$ cat src/rtl/scalar_writeback_arbiter_pkg.sv
// Shared types for the scalar register-file write port: register address,
// result data and the queued write-back entry.
package scalar_writeback_arbiter_pkg;

    localparam int DATA_W = 32;
    localparam int REG_W  = 5;
    localparam int NUM_REGS = 32;

    typedef logic [REG_W-1:0]  scalar_reg_addr_t;
    typedef logic [DATA_W-1:0] data_t;

    typedef struct packed {
        scalar_reg_addr_t rd;
        data_t            data;
    } wb_entry_t;

    localparam scalar_reg_addr_t SCALAR_ZERO_REG = '0;

    // One-hot scoreboard bit for a register; r0 never occupies a bit.
    function automatic logic [NUM_REGS-1:0] reg_bit(input scalar_reg_addr_t r);
        return (r == SCALAR_ZERO_REG) ? '0 : (NUM_REGS'(1) << r);
    endfunction

endpackage

$ cat src/rtl/scalar_writeback_arbiter_fifo.sv
// Small circular buffer holding LSU results that lost arbitration to the ALU.
module wb_result_fifo
    import scalar_writeback_arbiter_pkg::*;
#(
    parameter  int DEPTH = 4,
    localparam int PTR_W = $clog2(DEPTH)
) (
    input  logic             clk,
    input  logic             reset,
    input  logic             push,
    input  wb_entry_t        push_data,
    input  logic             pop,
    output wb_entry_t        head,
    output logic             full,
    output logic             empty,
    output logic [PTR_W:0]   count
);

    wb_entry_t        mem [DEPTH];
    logic [PTR_W-1:0] wr_ptr;
    logic [PTR_W-1:0] rd_ptr;
    logic             do_push;
    logic             do_pop;

    assign full    = (count == (PTR_W+1)'(DEPTH));
    assign empty   = (count == '0);
    assign do_pop  = pop & ~empty;
    // A pop frees the slot the push lands in, so push is legal when full.
    assign do_push = push & (~full | do_pop);
    assign head    = mem[rd_ptr];

    always_ff @(posedge clk or posedge reset) begin
        if (reset) begin
            wr_ptr <= '0;
            rd_ptr <= '0;
            count  <= '0;
        end else begin
            if (do_push) wr_ptr <= wr_ptr + 1'b1;
            if (do_pop)  rd_ptr <= rd_ptr + 1'b1;
            count <= count + (PTR_W+1)'(do_push) - (PTR_W+1)'(do_pop);
        end
    end

    always_ff @(posedge clk) begin
        if (do_push) mem[wr_ptr] <= push_data;
    end

endmodule

$ cat src/rtl/scalar_writeback_arbiter.sv
// Merges ALU and LSU scalar results into one registered write-back stream and
// tracks outstanding writes so issue can stall on RAW/WAW hazards.
module scalar_writeback_arbiter
    import scalar_writeback_arbiter_pkg::*;
#(
    parameter int DATA_WIDTH     = DATA_W,
    parameter int LSU_FIFO_DEPTH = 4
) (
    input  logic                  clk,
    input  logic                  reset,
    input  logic                  issue_valid,
    input  logic                  issue_write_enable,
    input  logic [4:0]            issue_rd,
    input  logic [4:0]            issue_rs1,
    input  logic [4:0]            issue_rs2,
    output logic                  issue_stall,
    input  logic                  alu_valid,
    input  logic [4:0]            alu_rd,
    input  logic [DATA_WIDTH-1:0] alu_data,
    input  logic                  lsu_valid,
    output logic                  lsu_ready,
    input  logic [4:0]            lsu_rd,
    input  logic [DATA_WIDTH-1:0] lsu_data,
    output logic                  wb_enable,
    output logic [4:0]            wb_rd,
    output logic [DATA_WIDTH-1:0] wb_data,
    output logic [31:0]           pending_mask,
    output logic                  idle
);

    localparam int CNT_W = $clog2(LSU_FIFO_DEPTH) + 1;

    wb_entry_t        alu_entry, lsu_entry, fifo_head, sel;
    logic             sel_valid, sel_write, pop, bypass, push;
    logic             fifo_full, fifo_empty;
    logic [CNT_W-1:0] fifo_count;
    logic             issue_accept;
    logic [31:0]      set_mask, clr_mask;

    assign alu_entry = '{rd: alu_rd, data: data_t'(alu_data)};
    assign lsu_entry = '{rd: lsu_rd, data: data_t'(lsu_data)};

    wb_result_fifo #(.DEPTH(LSU_FIFO_DEPTH)) u_fifo (
        .clk       (clk),
        .reset     (reset),
        .push      (push),
        .push_data (lsu_entry),
        .pop       (pop),
        .head      (fifo_head),
        .full      (fifo_full),
        .empty     (fifo_empty),
        .count     (fifo_count)
    );

    // ALU has no backpressure so it always wins; queued LSU results drain
    // before a fresh LSU result may bypass the queue.
    always_comb begin
        sel       = '0;
        sel_valid = 1'b0;
        pop       = 1'b0;
        bypass    = 1'b0;
        if (alu_valid) begin
            sel       = alu_entry;
            sel_valid = 1'b1;
        end else if (!fifo_empty) begin
            sel       = fifo_head;
            sel_valid = 1'b1;
            pop       = 1'b1;
        end else if (lsu_valid) begin
            sel       = lsu_entry;
            sel_valid = 1'b1;
            bypass    = 1'b1;
        end
    end

    assign lsu_ready = ~fifo_full;
    assign push      = lsu_valid & lsu_ready & ~bypass;
    assign sel_write = sel_valid & (sel.rd != SCALAR_ZERO_REG);

    assign issue_stall  = issue_valid & (pending_mask[issue_rs1] | pending_mask[issue_rs2] |
                                         (issue_write_enable & pending_mask[issue_rd]));
    assign issue_accept = issue_valid & ~issue_stall;
    assign set_mask     = (issue_accept & issue_write_enable) ? reg_bit(issue_rd) : '0;
    assign clr_mask     = sel_write ? reg_bit(sel.rd) : '0;

    always_ff @(posedge clk or posedge reset) begin
        if (reset) begin
            wb_enable    <= 1'b0;
            wb_rd        <= '0;
            wb_data      <= '0;
            pending_mask <= '0;
        end else begin
            wb_enable <= sel_write;
            if (sel_write) begin
                wb_rd   <= sel.rd;
                wb_data <= DATA_WIDTH'(sel.data);
            end
            // A new issue to the same rd must stay pending, so set wins.
            pending_mask <= (pending_mask & ~clr_mask) | set_mask;
        end
    end

    assign idle = (fifo_count == '0) & (pending_mask == '0) & ~wb_enable;

`ifndef SYNTHESIS
    always_ff @(posedge clk) begin
        if (!reset && sel_write && !pending_mask[sel.rd])
            $warning("scalar write-back to r%0d with no pending write", sel.rd);
    end
`endif

endmodule

$ cat config.mk
export PLATFORM = sky130hd
export DESIGN_NAME = scalar_writeback_arbiter
export DESIGN_NICKNAME = d
export VERILOG_FILES = /design/src/rtl/scalar_writeback_arbiter_pkg.sv /design/src/rtl/scalar_writeback_arbiter_fifo.sv /design/src/rtl/scalar_writeback_arbiter.sv
export SDC_FILE = /design/constraint.sdc
export NUM_CORES = 1
export LEC_CHECK = 0
export BUFFER_PORTS_ARGS = -buffer_cell sky130_fd_sc_hd__clkbuf_2
export CAP_MARGIN = 20
export CORE_ASPECT_RATIO = 0.9
export CORE_MARGIN = 1.5
export CORE_UTILIZATION = 30
export CTS_BUF_LIST = sky130_fd_sc_hd__clkbuf_16
export DETAILED_ROUTE_END_ITERATION = 8
export GPL_TIMING_DRIVEN = 0
export SLEW_MARGIN = 25
export SYNTH_ARGS = -nofsm -noshare
export SYNTH_HDL_FRONTEND = slang
export SYNTH_SLANG_ARGS = --single-unit
$ cat constraint.sdc
create_clock -name clk -period 4.05 [get_ports clk]
set_clock_uncertainty 0.15 [all_clocks]
set_input_delay 0.81 -clock clk [delete_from_list [all_inputs] [get_ports clk]]
set_output_delay 0.81 -clock clk [all_outputs]
set_load 0.1 [all_outputs]
==> out/metrics.yaml <==
status:
  outcome: "finished clean"
timing:
  fmax_mhz: 251
  holdWs_ps: 137
  slew_headroom_pct: 31.4
  slew_viol_final: 0
  tightestPinTransition_ps: 1020
  rsz0062_at_grt: "no"
  finalHoldViolations: 0
  finalCriticalPeriod_ps: 3990
  finalSetupTns_ps: 0
  fin_crit_sh_pct: 98.5
  finalSetupViolCount: 0
clock_tree:
  root_buffer: "clkbuf_16"
  ctsHoldBuffers: 0
  htree_levels: 1
  cts.sinks: 225
  clk_pin_slew_worst_paths_ps: 60
  cts_tree: "built"
  clock_latency_ps: 530
  cts-buffers-inserted: 24
  clk_path_buf_depth: 3
floorplan:
  die_area_um2: 35700
  initial_core_util_pct: 30.5
  die_w_um: 199
  dieHeight_um: 179
  core_um2: 34000
  num_rows: 64
  ios: 168
logic_synthesis:
  synth_warnings: 0
  synth_compound_area_share_pct: 11.7
  ys.flop_type: "edfxtp_1"
  synth_area_um2: 10400
  synth_top_family_by_area: "multiplexers"
  ys_ff_latch: 225
  syn_avg_cell_area_um2: 13.2
  async_flop_share_pct: 34.2
  synthCells: 788
  seq_area_frac_synth_pct: 61.4
  synth_xor_xnor_area_share_pct: 0.422
  yosys.area.top_type: "edfxtp_1"
  netlist.area_leader.share_pct: 42.8
  synth_area_leaders: "edfxtp_1 43%, dfrtp_1 19%, mux4_2 8.0%"
  synth_nets: 890
  synth_fa_ha_area_share_pct: 0.916
  synthSimpleGateAreaFrac_pct: 10.0
  yosysUniqueCellTypes: 55
  yosys-mux-area-fraction_pct: 12.9
  synth_edf_count: 148
layout:
  final_cell_mix: "164 x clkbuf_2, 148 x edfxtp_1, 83 x nand3_1"
  nFillCells: 3321
  num_antenna_cells: 0
  drive_gt1_share_pct: 28.0
  final_common_cell: "clkbuf_2"
  stdcell_count: 1464
  final_area_um2: 12700
  syn_to_final_growth_pct: 22.1
  final_nets: 1086
critical_path:
  crit_fanout: 10
  path_common_cell: "buf_6"
  crit_chain: "mux4_2 -> mux2_2 -> nand3_2 -> nand4_1 -> or4_4 -> buf_6 -> buf_6 -> o21a_2 -> clkbuf_16"
  crit_slowest_cell: "mux4_2"
  crit_path_start_kind: "flop"
  end_kind: "output port"
  cp.arrival_ps: 3030
  critPathMaxStageDelay_ps: 480
  crit_required_ps: 3090
  critPathKind: "reg -> out"
pwr:
  power_leakage_nw: 4.87
  power_density_nw_per_um2: 768
  peakVddDrop_uv: 551
placement:
  hpwl_um: 20500
  numPlacedInstances: 1417
  gp_congestion: 0.890
  postPlaceCellArea_um2: 11900
  portBuffers: 165
detailed_routing:
  drtAntennaViolNets: 0
  drt_iter0_markers: 557
  wl_per_cell_um: 20.2
  drc: 0
  vias: 7617
  firstDrtPassIters: 4
  wl_um: 29500
  routed_via_density: 5.20
global_route:
  gr-total-overflow: 0
  grt_max_degree: 49
  grt_pass1_vias: 7686
  grt_antenna_before_repair: 0
  grtUsageTotal_pct: 16.3
  grt_pass1_wl_um: 45300
hold_path:
  min_path_type: "in -> async"
job:
  maxCapViolations: 0
worst max-delay path, delay by kind of cell, from the launching register on:
kind                   cells  cell delay, ps
buffers and inverters      3             490
DFF                        1             470
AOI/OAI and AO/OA          1             220
and+or+nand+nor            3             570
muxes                      2             770
final cells by class:
cell class / instances / area [um2] / share of cell area (%)
flip-flops and latches: 225 / 6380 / 50.4
multi-input cells: 500 / 3750 / 29.6
repair buffers: 170 / 932 / 7.36
clock buffers: 24 / 601 / 4.74
well taps: 462 / 578 / 4.56
plain buffers: 55 / 262 / 2.06
clock inverters: 20 / 131 / 1.04
inverters: 8 / 32.5 / 0.257
flip-flops by register name (all words and copies together), names as in the netlist:
signal and count:
wb_rd 5, u_fifo.wr_ptr 2, u_fifo.count 3, u_fifo.mem 148
u_fifo.rd_ptr 2, wb_enable 1, wb_data 32, pending_mask 32
routing by layer:
metal  track usage [%]  vias up  wire length, um
li1                  -     3466                -
met5                 0        -                0
met4              3.30        0              419
met1              22.7     3827            13100
met2              26.5      291            14000
met3              3.08       33             2060
cells in the mapped netlist (6+ instances only):
library cell / number
dfrtp_1: 77
buf_2: 14
a21oi_1: 70
ha_1: 6
inv_1: 7
nor4_1: 8
nand3_1: 83
mux2i_1: 44
edfxtp_1: 148
a22oi_1: 10
clkbuf_1: 34
o21ai_0: 7
and2_1: 8
mux4_2: 37
nand2b_1: 9
o21ai_1: 59
o41ai_1: 31
nand2_1: 53
nor2b_1: 9
nor2_1: 8
worst paths after layout:
path,endpoint,cells past startpoint,slack (ps),startpoint
setup reg to reg,wb_data[2],8,470,u_fifo.rd_ptr[0]
setup / recovery,issue_stall,9,60,pending_mask[23]
min in group clk,wb_rd[0],1,330,wb_rd[0]
hold reg to reg,wb_rd[0],1,330,wb_rd[0]
hold / removal,wb_rd[3],2,140,reset
max in group asynchronous,pending_mask[28],3,3000,reset
report_power, final:
part | switching (mW) | leakage, nW | internal, mW
clock network | 0.882 | 0.386 | 1.14
registers | 0.354 | 2.31 | 3.04
logic | 3.19 | 2.17 | 1.12
kinds of logic (layout without fill, tap and decap cells):
| logic type | Yosys count | after routing |
|---|---|---|
| flops | 225 | 225 |
| fa+ha+maj | 7 | 7 |
| compound gates | 200 | 200 |
| buf+inv | 63 | 277 |
| mux | 84 | 84 |
| xor+xnor | 5 | 5 |
| simple gates | 204 | 204 |
metrics by stage:
stage / setup WS, ps / power (mW) / util, %
after detailed placement: -304 / 7.74 / 34.9
after global routing: 5.21 / 10.2 / 37.2
after floorplan: 122 / 6.68 / -
after CTS: 12.6 / 9.80 / 37.1
final: 62.1 / 9.73 / 37.2
after global placement: -320 / 7.66 / 34.7
timing repair:
| item | CTS | global route |
|---|---|---|
| resized for setup | 12 | 16 |
| setup endpoints to repair | 2 | 2 |
| buffers inserted | 0 | 3 |
No activity file was read; power rests on OpenSTA's default activity.
